$ cat src/rtl/core_run_ctrl.sv
// Run sequencer for the accumulator core: parks the core in reset while the host owns dmem,
// then runs it until done or timeout and counts the execution cycles.
module core_run_ctrl #(
  parameter int          ADDR_W  = 8,
  parameter int          DATA_W  = 8,
  parameter int          CYC_W   = 16,
  parameter int unsigned TIMEOUT = 16'hFFFF
) (
  input  logic              clk,
  input  logic              reset,
  input  logic              start,
  input  logic              host_valid,
  output logic              host_ready,
  input  logic              host_we,
  input  logic [ADDR_W-1:0] host_addr,
  input  logic [DATA_W-1:0] host_wdata,
  output logic [DATA_W-1:0] host_rdata,
  output logic              host_rvalid,
  output logic              core_reset,
  input  logic              core_done,
  output logic              dm_sel,
  output logic              dm_we,
  output logic [ADDR_W-1:0] dm_addr,
  output logic [DATA_W-1:0] dm_di,
  input  logic [DATA_W-1:0] dm_dout,
  output logic              busy,
  output logic              finished,
  output logic              timed_out,
  output logic [CYC_W-1:0]  cycles,
  output logic [1:0]        state_dbg
);

  // Host handshake: an access is accepted on any cycle where host_valid & host_ready;
  // host_ready is high only while the core is parked, and there is no backpressure otherwise.

  typedef enum logic [1:0] {
    S_IDLE = 2'd0,
    S_ARM  = 2'd1,
    S_RUN  = 2'd2,
    S_DONE = 2'd3
  } state_t;

  localparam logic [CYC_W-1:0] TMO    = CYC_W'(TIMEOUT);
  localparam logic [CYC_W-1:0] TMO_M1 = CYC_W'(TIMEOUT - 1);

  state_t            state_q, state_d;
  logic [CYC_W-1:0]  cycles_q, cycles_d;
  logic              finished_q, finished_d;
  logic              timed_out_q, timed_out_d;
  logic              core_reset_q, core_reset_d;
  logic              dm_sel_q, dm_sel_d;
  logic              busy_q, busy_d;
  logic              rvalid_q, rvalid_d;
  logic [DATA_W-1:0] rdata_q, rdata_d;
  logic              host_acc;

  assign host_acc = host_valid & dm_sel_q;

  always_comb begin
    state_d     = state_q;
    cycles_d    = cycles_q;
    finished_d  = finished_q;
    timed_out_d = timed_out_q;
    case (state_q)
      S_IDLE, S_DONE: begin
        if (start) begin
          state_d     = S_ARM;
          cycles_d    = '0;
          finished_d  = 1'b0;
          timed_out_d = 1'b0;
        end
      end
      S_ARM: state_d = S_RUN;
      S_RUN: begin
        if (core_done) begin
          state_d    = S_DONE;
          finished_d = 1'b1;
        end else if (cycles_q == TMO_M1) begin
          state_d     = S_DONE;
          cycles_d    = TMO;
          finished_d  = 1'b1;
          timed_out_d = 1'b1;
        end else begin
          cycles_d = cycles_q + 1'b1;
        end
      end
      default: state_d = S_IDLE;
    endcase

    // Control outputs are registered from the next state so they change with the state.
    core_reset_d = (state_d != S_RUN);
    dm_sel_d     = (state_d == S_IDLE) || (state_d == S_DONE);
    busy_d       = (state_d == S_ARM) || (state_d == S_RUN);

    rvalid_d = host_acc & ~host_we;
    rdata_d  = rvalid_d ? dm_dout : rdata_q;
  end

  always_ff @(posedge clk or posedge reset) begin
    if (reset) begin
      state_q      <= S_IDLE;
      cycles_q     <= '0;
      finished_q   <= 1'b0;
      timed_out_q  <= 1'b0;
      core_reset_q <= 1'b1;
      dm_sel_q     <= 1'b1;
      busy_q       <= 1'b0;
      rvalid_q     <= 1'b0;
      rdata_q      <= '0;
    end else begin
      state_q      <= state_d;
      cycles_q     <= cycles_d;
      finished_q   <= finished_d;
      timed_out_q  <= timed_out_d;
      core_reset_q <= core_reset_d;
      dm_sel_q     <= dm_sel_d;
      busy_q       <= busy_d;
      rvalid_q     <= rvalid_d;
      rdata_q      <= rdata_d;
    end
  end

  assign host_ready  = dm_sel_q;
  assign dm_sel      = dm_sel_q;
  assign core_reset  = core_reset_q;
  assign busy        = busy_q;
  assign finished    = finished_q;
  assign timed_out   = timed_out_q;
  assign cycles      = cycles_q;
  assign host_rvalid = rvalid_q;
  assign host_rdata  = rdata_q;
  assign state_dbg   = state_q;

  assign dm_we   = host_acc & host_we;
  assign dm_addr = dm_sel_q ? host_addr : '0;
  assign dm_di   = dm_sel_q ? host_wdata : '0;

endmodule

$ cat config.mk
export PLATFORM = sky130hd
export DESIGN_NAME = core_run_ctrl
export DESIGN_NICKNAME = d
export VERILOG_FILES = /design/src/rtl/core_run_ctrl.sv
export SDC_FILE = /design/constraint.sdc
export NUM_CORES = 1
export LEC_CHECK = 0
export BUFFER_PORTS_ARGS = -buffer_cell sky130_fd_sc_hd__clkbuf_2
export CAP_MARGIN = 20
export CORE_AREA = 2 2 60 104
export DETAILED_ROUTE_END_ITERATION = 7
export DIE_AREA = 0 0 62 106
export GPL_TIMING_DRIVEN = 1
export SYNTH_ARGS = -nofsm -noshare
export SYNTH_HDL_FRONTEND = slang
export SYNTH_SLANG_ARGS = --single-unit
$ cat constraint.sdc
create_clock -name clk -period 5.5 [get_ports clk]
set_clock_uncertainty 0.2 [all_clocks]
set_input_delay 0.55 -clock clk [delete_from_list [all_inputs] [get_ports clk]]
set_output_delay 0.55 -clock clk [all_outputs]
set_load 0.1 [all_outputs]
==> results by group, run 1 <==
Power and ir drop
  – Sw Ratio: 0.633
  – Internal power: around 0.56 mW
  – Comb power frac: 0.654
  – Maximum vdd drop: 273 uV
  – Pwr dens: 640 mW/mm2
  – Sequential power share: 0.223
  – Leak: around 1.2 nW
  – Clock Power Share: 0.123
  – Switch Pwr: slightly below 1 mW

Setup path
  – Worst Reg-to-Reg Cells: 6
  – Worst R2R End: cycles[13]
  – Worst stage delay on the critical path: roughly 410 ps
  – CP Launch Type: flip-flop
  – R2r startpoint: state_dbg[0]
  – Worst EP arrival: between 2000 and 2500 ps
  – Crit path capture type: flip-flop
  – Crit path kind: reg -> reg
  – R2R setup slack: approximately 3100 ps
  – CP max stage cell: dfrtp_1
  – Critical Path Sink: cycles[13]
  – Critical path required time: roughly 5500 ps
  – Cells along the critical path: inv_1 > ha_1 > nand2b_1 > o211ai_1 > a22o_1 > a211o_1
  – Worst setup path startpoint: state_dbg[0]
  – CP max FO: 11

Global routing
  – Global-route wire length before repair: 8270 um
  – GRT Total Usage: 0.166
  – Vias in the first global route: 1785
  – Global route overflow: 0
  – Antenna violations before repair: 0
  – Pin count of the biggest net entering global routing: 33

Yosys
  – Synth cell types: 44
  – Synth Register Bits: 32
  – Yosys warnings: 0
  – Top cell type by total area after synthesis: dfrtp_1
  – Synth top area share: 0.407
  – Cell count after synthesis: about 220
  – Avg Cell Area, Syn: 8.59 um2
  – Largest cells by area after synthesis: dfrtp_1 41%, nand2_1 8.5%, and2_1 6.1%
  – Sequential cell area fraction in the yosys report: 0.435
  – Syn Nets: about 250
  – Post-Syn Area: 0.00185 mm2

Drt
  – Drt wl/cell: 13.7 um
  – Initial DRC Count: 43
  – Router iterations before antenna repair: 4
  – Vias: 1875
  – Via-per-instance ratio: about 5.0
  – Final wirelength: around 5000 um
  – DRC: 0
  – Routed Antenna Nets: 0

Clock network
  – Post-CTS Hold Buffers: 0
  – PostCTS Resize Cnt: 0
  – CTS root buf: clkbuf_8
  – CTS tree: built
  – H-tree levels: 2
  – Clock Sinks: 32
  – Clock latency at the later pin of the worst-skew pair: roughly 290 ps
  – Total CTS buffers: 5
  – Clock-pin slew on the worst setup and hold paths: approximately 60 ps
  – Post CTS Setup Buffer Count: 0
  – Clk buf depth: 2

Timing
  – Fin worst setup slack: 3080 ps
  – Final period util: 0.440
  – Setup TNS Final: 0 ps
  – Slew HR: 0.382
  – Post-route minimum period: around 2400 ps
  – RSZ-0062 raised after global routing: false
  – Max Clk Rate: between 0.4 and 0.5 GHz
  – Final setup fails: 0
  – Worst Tran Pin Value: about 900 ps
  – Final hold viol count: 0
  – Slew Limit Fails: 0

Finish
  – Layout cell share with drive strength beyond 1: 0.323
  – Multi-input combinational cell area: ~950 um2
  – Commonest non-fill, non-tap cell in the layout: clkbuf_2
  – Antenna cells: 0
  – Layout Area Growth over Synthesis: 29.3%
  – FF/Latch Area: 803 um2
  – Nets@finish: about 330
  – FILL cells: approximately 590
  – Commonest cells after routing, fill and taps aside: 79 x clkbuf_2, 42 x nand2_1, 30 x dfrtp_1

Worst hold path
  – Worst hold path type: in -> async

Die
  – Rows: 37
  – Starting Density: 0.319
  – Die height: approximately 110 um
  – Die Wd: roughly 62 um
  – CORE AREA: 0.00579 mm2
  – Total die area: between 0.006 and 0.007 mm2
  – # IOs: 80

Run status
  – Status: complete, no violations

Place
  – Post-DP HPWL: 3950 um
  – Place WS: between 3000 and 4000 ps
  – Port Buffer Count: just under 80
  – Final GP Congestion: 0.847

Flow run
  – Maxcap violations: 0
-- critical path: cells and delay by family (launching register included) --
kind                     cells  cell delay, ps
flip-flops                   1             410
buffers and inverters        1              60
AO/OA/AOI/OAI                3            1030
AND/OR/NAND/NOR              1             220
adder cells (fa/ha/maj)      1             400
-- routing by layer --
layer,wire length [um],vias up,GRT usage
li1,-,916,-
met2,2730,54,0.285
met1,2000,894,0.187
met5,0,-,0
met3,229,11,0.0328
met4,139,0,0.0729
-- worst min-delay path by stage --
stage,start,endpoint,slack (ps),depth (start not counted)
2_1_floorplan,start,state_dbg[1],450,1
3_3_place_gp,host_rdata[1],host_rdata[1],260,2
3_5_place_dp,host_rdata[1],host_rdata[1],270,2
4_1_cts,reset,host_rdata[3],130,3
5_1_grt,reset,host_rdata[3],170,3
6_report,reset,busy,120,3
-- state kept, by name, summed over array words and instances, names as in the netlist --
signal and flops:
timed_out 1, finished 1, host_rdata 8, busy 1
dm_sel 1, cycles 16, core_reset 1, host_rvalid 1
state_dbg 2
-- synthesized netlist by cell type (all sizes together) --
cell / count
and3: 4
or2: 1
clkbuf: 4
a211oi: 1
o2111ai: 1
nand3b: 4
buf: 5
nand2: 42
o21bai: 2
or3: 1
ha: 3
o211ai: 2
a22o: 3
a21oi: 9
a211o: 1
a41oi: 2
nor2b: 1
o22ai: 5
dfstp: 2
nor4: 4
a31oi: 2
o21a: 1
nor3b: 1
nand4: 7
o21ai: 13
nand3: 5
nor3: 8
clkinv: 1
and2: 18
nor4b: 1
dfrtp: 30
a22oi: 2
o311a: 1
a21o: 2
and4: 2
nand2b: 2
nor2: 11
inv: 10
o311ai: 1
-- area by class of cell --
type,instances,area share
Sequential cell,32,0.336
Tap cell,78,0.0409
Clock inverter,2,0.00419
Timing Repair Buffer,80,0.169
Clock buffer,6,0.0346
Inverter,11,0.0173
Multi-Input combinational cell,163,0.398
-- stage by stage --
stage / total power [mW] / cells / utilization / instance area, um2 / hold slack [ps]
2_1_floorplan: 1.19 / 215 / - / 1850 / 446
3_3_place_gp: 1.34 / 364 / 0.397 / 2300 / 257
3_5_place_dp: 1.35 / 364 / 0.397 / 2300 / 266
4_1_cts: 1.54 / 372 / 0.413 / 2390 / 134
5_1_grt: 1.61 / 372 / 0.413 / 2390 / 173
6_report: 1.53 / 372 / 0.413 / 2390 / 118
-- power by group through the flow --
stage / clock [mW] / sequential (mW) / combinational [mW]
after global placement: 0 / 0.342 / 0.998
after global routing: 0.199 / 0.351 / 1.06
after detailed placement: 0 / 0.346 / 1.00
after floorplan: 0 / 0.734 / 0.459
after CTS: 0.193 / 0.341 / 1.00
final: 0.188 / 0.341 / 1.00
-- cells by family (layout without fill, tap and decap cells) --
family,after synthesis,count (layout),share of synthesized area
DFF,32,32,0.435
adders and majority gates,3,3,0.0203
and+or+nand+nor,112,112,0.327
AOI/OAI and AO/OA,48,48,0.167
buffers and inverters,20,99,0.0501
(Power assumes the default switching activity.)
==> inputs of run 2 (changes only) <==
ABC_AREA = 1   (was not set)
CORE_AREA = 2 2 61 107   (was 2 2 60 104)
DIE_AREA = 0 0 63 109   (was 0 0 62 106)
clock period = 2.1 ns   (was 5.5 ns; I/O delays follow)
==> run 2 against run 1 <==
Effect of this change: via count grew 8.1%; setup slack lost 3000 ps; clock-buffer cell count increased by 1; sequential share of layout area shrank 3.9 points; critical path depth shrank 3; die area rose by 4.5%; first-iteration DRC count increased by 49%; highest routed layer unchanged; combinational power rose to 2.9 times the previous value; critical path type is now reg -> out.
==> results by group, run 2 <==
Drt
  – Initial DRC Count: 64
  – Vias: between 2000 and 2500
  – DRC: 0
  – Routed Antenna Nets: 0
  – Drt wl/cell: about 12 um
  – Via-per-instance ratio: ~4.5
  – Final wirelength: between 5000 and 6000 um
  – Router iterations before antenna repair: 4

Yosys
  – Synth cell types: 28
  – Main flop type after synthesis: dfrtp_1
  – Avg Cell Area, Syn: between 7 and 8 um2
  – Post-Syn Area: 0.00193 mm2
  – Asr flop ratio synth: 1.00
  – Syn Nets: 308
  – Sequential cell area fraction in the yosys report: 0.416
  – Cell count after synthesis: 275
  – Top cell type by total area after synthesis: dfrtp_1
  – Synth top cells by count: 109 x nand2_1, 47 x inv_1, 30 x dfrtp_1
  – Synth Register Bits: 32
  – Synth top area share: 0.389
  – Yosys warnings: 0
  – EDFF count, synth: 0
  – Top-count cell post-synth: nand2_1
  – Largest cells by area after synthesis: dfrtp_1 39%, nand2_1 21%, inv_1 9.1%

Clock network
  – Clock Sinks: 32
  – Clock-pin slew on the worst setup and hold paths: around 80 ps
  – Total CTS buffers: 5
  – Clock latency at the later pin of the worst-skew pair: just under 300 ps
  – H-tree levels: 2
  – CTS root buf: clkbuf_8
  – CTS tree: built
  – Clk buf depth: 2

Global routing
  – Global-route wire length before repair: around 9000 um
  – Met2 Use GR: 0.310
  – Pin count of the biggest net entering global routing: 33
  – GRT Total Usage: 0.164
  – Met3 Track Usage GR: 0.0237
  – Antenna violations before repair: 0
  – Vias in the first global route: ~2000
  – Global route overflow: 0
  – Routing usage on met1: 0.171
  – GRT Max-Usage Layer: met2

Power and ir drop
  – Sequential power share: 0.206
  – Pwr dens: ~1600 mW/mm2
  – Leak: between 1.5 and 2 nW
  – Tot Pwr: 4.44 mW
  – Clock Power Share: 0.147
  – Internal power: ~1.7 mW
  – Sw Ratio: 0.620
  – Comb power frac: 0.647
  – Switch Pwr: ~2.8 mW
  – Maximum vdd drop: 822 uV

Die
  – Starting Density: 0.320
  – Total die area: 0.00687 mm2
  – Rows: 38
  – # IOs: 80
  – Die height: about 110 um
  – CORE AREA: 0.00604 mm2
  – Die Wd: between 60 and 70 um

Finish
  – Multi-input combinational cell area: 948 um2
  – FILL cells: 641
  – Layout cell share with drive strength beyond 1: 0.341
  – Nets@finish: between 400 and 500
  – Finished Layout Cells: 452
  – FF/Latch Area: roughly 820 um2
  – Commonest non-fill, non-tap cell in the layout: nand2_1
  – Antenna cells: 0
  – Layout Area Growth over Synthesis: 42.7%
  – Commonest cells after routing, fill and taps aside: 109 x nand2_1, 68 x clkbuf_2, 36 x inv_1
  – Final core utilization: 0.456
  – Largest register FFs: 16

Timing
  – Fin worst setup slack: about 110 ps
  – Post-route minimum period: 1990 ps
  – RSZ-0062 raised after global routing: false
  – Final setup fails: 0
  – Slew Limit Fails: 0
  – Setup TNS Final: 0 ps
  – Worst Tran Pin Value: 546 ps
  – Max Clk Rate: ~0.50 GHz
  – Final period util: 0.947
  – Final hold viol count: 0
  – Slew HR: 0.637

Setup path
  – Critical Path Sink: dm_addr[3]
  – Critical path required time: 1690 ps
  – Crit path kind: reg -> out
  – Worst Reg-to-Reg Cells: 9
  – Worst EP arrival: between 1500 and 2000 ps
  – R2r startpoint: state_dbg[0]
  – Worst setup path startpoint: dm_sel
  – CP max FO: 20
  – Worst R2R End: cycles[3]
  – Crit path capture type: output port
  – CP Launch Type: flip-flop
  – R2R setup slack: 160 ps

Place
  – Placed insts: ~430
  – Port Buffer Count: between 70 and 80
  – Post-DP HPWL: between 4000 and 5000 um
  – Place WS: about 100 ps
  – Final GP Congestion: 0.866

Run status
  – Status: complete, no violations

Worst hold path
  – Worst Hold Path Cells: 3
  – Worst hold path type: in -> reg

Flow run
  – Maxcap violations: 0
## run 2: cell count changes after synthesis, sizes merged, moves of 4 or more
cell	previous run	this run
a21oi	9	3
nor2	11	23
inv	10	48
nor3	8	1
nand3	5	15
and2	18	0
o22ai	5	0
xor2	0	4
nand2	42	111
nor4	4	0
o21ai	13	18
## run 2: critical path: stages (launching register included)
cell and delay, ps:
dfstp_4 720, nand2_1 70, inv_1 50, clkbuf_2 440
## run 2: layout make-up
class / instances / area share
multi-input cells: 192 / 0.344
clock buffers: 7 / 0.0350
well taps: 80 / 0.0363
repair buffers: 92 / 0.197
flip-flops and latches: 32 / 0.298
clock inverters: 1 / 0.0109
inverters: 48 / 0.0790
## run 2: how the worst min path moves through the flow
stage                        from     endpoint
after global placement      reset   cycles[15]
after global routing        start         busy
after floorplan           host_we  host_rvalid
after CTS                   start         busy
final                       start         busy
after detailed placement    reset   cycles[15]
## run 2: per-layer routing
| metal | part of all wire | wire length (um) |
|---|---|---|
| met1 | 0.36 | 1970 |
| met2 | 0.57 | 3150 |
| met3 | 0.040 | 219 |
| met4 | 0.028 | 153 |
| met5 | 0 | 0 |
## run 2: kinds of logic after synthesis
| group | Yosys count | share of synthesized area |
|---|---|---|
| simple gates | 156 | 0.352 |
| compound gates | 28 | 0.0874 |
| xor+xnor | 4 | 0.0181 |
| fa+ha+maj | 3 | 0.0194 |
| flops | 32 | 0.416 |
| buf+inv | 52 | 0.108 |
## run 2: stage by stage
stage	instance area [um2]	hold slack (ps)
2_1_floorplan	2000	103
3_3_place_gp	2530	109
3_5_place_dp	2530	111
4_1_cts	2750	14.1
5_1_grt	2760	26.4
6_report	2760	7.99
## run 2: power by group through the flow
stage | Sequential, mW | Clock, mW | Combinational (mW)
CTS | 0.915 | 0.672 | 2.88
global route | 0.938 | 0.691 | 3.03
global placement | 0.921 | 0 | 2.84
floorplan | 1.85 | 0 | 1.48
detailed placement | 0.925 | 0 | 2.86
finish | 0.915 | 0.653 | 2.87
## run 2: timing repair
action / in CTS / in global routing
buffers inserted: 0 / 0
hold endpoints to repair: 38 / 0
endpoints found under the setup margin: 0 / 5
hold buffers: 9 / 0
resized for setup: 0 / 1
==> inputs of run 3 (changes only) <==
ABC_AREA = not set   (was 1)
CORE_AREA = 2 2 60 104   (was 2 2 61 107)
CTS_CLUSTER_DIAMETER = 80   (was not set)
DIE_AREA = 0 0 62 106   (was 0 0 63 109)
==> run 3 against run 2 <==
Effect of this change: combinational power shrank 1%; power shrank 2.5%; largest power group unchanged; largest cell class unchanged; non-clock buffer count grew 6; wire length shrank 0.26%.
==> results by group, run 3 (synthesis gave the netlist of run 1 again) <==
Place
  – Post-DP HPWL: about 4200 um
  – Post-DP Area: about 0.0025 mm2
  – Placed insts: around 370
  – Port Buffer Count: 79
  – Final GP Congestion: around 0.8

Setup path
  – Crit path kind: reg -> out
  – Worst setup path startpoint: dm_sel
  – CP max stage cell: dfstp_2
  – Critical path required time: 1690 ps
  – Crit path capture type: output port
  – R2R setup slack: 120 ps
  – Critical Path Sink: dm_addr[6]
  – CP Launch Type: flip-flop
  – Worst stage delay on the critical path: 670 ps
  – Worst EP arrival: around 1600 ps
  – Worst R2R End: cycles[11]
  – CP max FO: 20
  – Worst Reg-to-Reg Cells: 6
  – R2r startpoint: state_dbg[0]
  – Cells along the critical path: and2_2 > clkbuf_2

Timing
  – Post-route minimum period: 2010 ps
  – Hold WS: approximately 8.5 ps
  – RSZ-0062 raised after global routing: false
  – Slew Limit Fails: 0
  – Final period util: 0.957
  – Worst Tran Pin Value: 561 ps
  – Setup TNS Final: 0 ps
  – Final setup fails: 0
  – Max Clk Rate: about 0.5 GHz
  – Final hold viol count: 0
  – Slew HR: 0.627

Power and ir drop
  – Maximum vdd drop: 786 uV
  – Pwr dens: roughly 1600 mW/mm2
  – Leak: about 1.3 nW

Global routing
  – Routing usage on met1: 0.185
  – Global-route wire length before repair: between 8000 and 9000 um
  – Met3 Track Usage GR: 0.0280
  – Met2 Use GR: 0.316
  – Global route overflow: 0
  – Vias in the first global route: 1876
  – GRT Total Usage: 0.173
  – GRT Max-Usage Layer: met2
  – Pin count of the biggest net entering global routing: 27
  – Antenna violations before repair: 0

Drt
  – Router iterations before antenna repair: 4
  – Initial DRC Count: slightly above 70
  – Drt wl/cell: around 14 um
  – Vias: a little under 2000
  – Via-per-instance ratio: between 4 and 5
  – Routed Antenna Nets: 0
  – DRC: 0
  – Final wirelength: roughly 5500 um

Finish
  – Layout Area Growth over Synthesis: 45.1%
  – Final instance area: between 0.002 and 0.003 mm2
  – Commonest non-fill, non-tap cell in the layout: clkbuf_2
  – Commonest cells after routing, fill and taps aside: 78 x clkbuf_2, 42 x nand2_1, 16 x and2_2, 16 x dfrtp_2, 12 x dfrtp_1
  – FF/Latch Area: about 830 um2
  – Largest register FFs: 16
  – FILL cells: between 500 and 600
  – Nets@finish: between 300 and 400
  – Antenna cells: 0
  – Multi-input combinational cell area: 0.00103 mm2
  – Layout cell share with drive strength beyond 1: 0.471
  – Finished Layout Cells: between 300 and 400

Worst hold path
  – Worst Hold Path Cells: 2
  – Worst hold path type: in -> reg

Clock network
  – Post CTS Setup Buffer Count: 0
  – Total CTS buffers: 5
  – Clk buf depth: 2
  – CTS tree: built
  – Clock latency at the later pin of the worst-skew pair: 280 ps
  – CTS root buf: clkbuf_8
  – Clock-pin slew on the worst setup and hold paths: roughly 70 ps
  – H-tree levels: 2
  – Clock Sinks: 32

Die
  – Die height: 106 um
  – Die Wd: 62 um
  – Starting Density: 0.319
  – # IOs: 80
  – CORE AREA: around 0.0058 mm2
  – Total die area: approximately 0.0066 mm2
  – Rows: 37

Run status
  – Status: complete, no violations

Flow run
  – Maxcap violations: 0
-- run 3: cell types whose count changed in the layout (fill, tap and decap cells not counted), sizes merged, moves of 5 or more --
cell,previous run,this run
a21oi,3,9
and2,0,18
clkbuf,75,84
clkinvlp,10,0
inv,38,10
nand2,111,42
nand3,15,5
nor2,24,11
nor3,1,8
o21ai,18,13
o22ai,0,5
-- run 3: final cells by class --
class                           instances  share of cell area
Clock buffer                            6              0.0271
Clock inverter                          2              0.0131
Inverter                               11              0.0154
Multi-Input combinational cell        163               0.383
Sequential cell                        32               0.310
Tap cell                               78              0.0364
Timing Repair Buffer                   98               0.215
-- run 3: power by group --
group	total (mW)	internal, mW	switching (mW)
Combinational	2.83	0.579	2.25
Sequential	0.917	0.794	0.124
Clock	0.587	0.352	0.235
-- run 3: how the worst min path moves through the flow --
stage               startpoint      endpoint  slack (ps)
floorplan                start  state_dbg[1]         100
global placement         reset      finished         -70
detailed placement       reset      finished         -60
CTS                      start  state_dbg[1]           8
global route             start  state_dbg[1]          30
finish                   start  state_dbg[1]           8
-- run 3: through the flow --
step / total power, mW / setup slack, ps / utilization
6_report: 4.33 / 90.4 / 0.463
5_1_grt: 4.54 / 18.5 / 0.463
4_1_cts: 4.36 / 81.1 / 0.462
3_5_place_dp: 3.75 / 120 / 0.427
3_3_place_gp: 3.73 / 149 / 0.427
2_1_floorplan: 3.30 / -86.0 / -
-- run 3: timing repair --
item	in CTS	in global routing
gates resized for setup	0	1
setup endpoints to repair	0	1
hold buffers	9	0
endpoints found under the hold margin	14	0
-- run 3: worst max-delay path: cells and delay by family, from the launching register on --
kind / cells / cell delay [ps]
buffers and inverters: 1 / 450
flip-flops: 1 / 670
AND/OR/NAND/NOR: 1 / 190
-- run 3: routing by layer --
layer  wire (um)  part of all wire
met1        2120              0.39
met2        3040              0.56
met3         203             0.037
met4         104             0.019
met5           0                 0
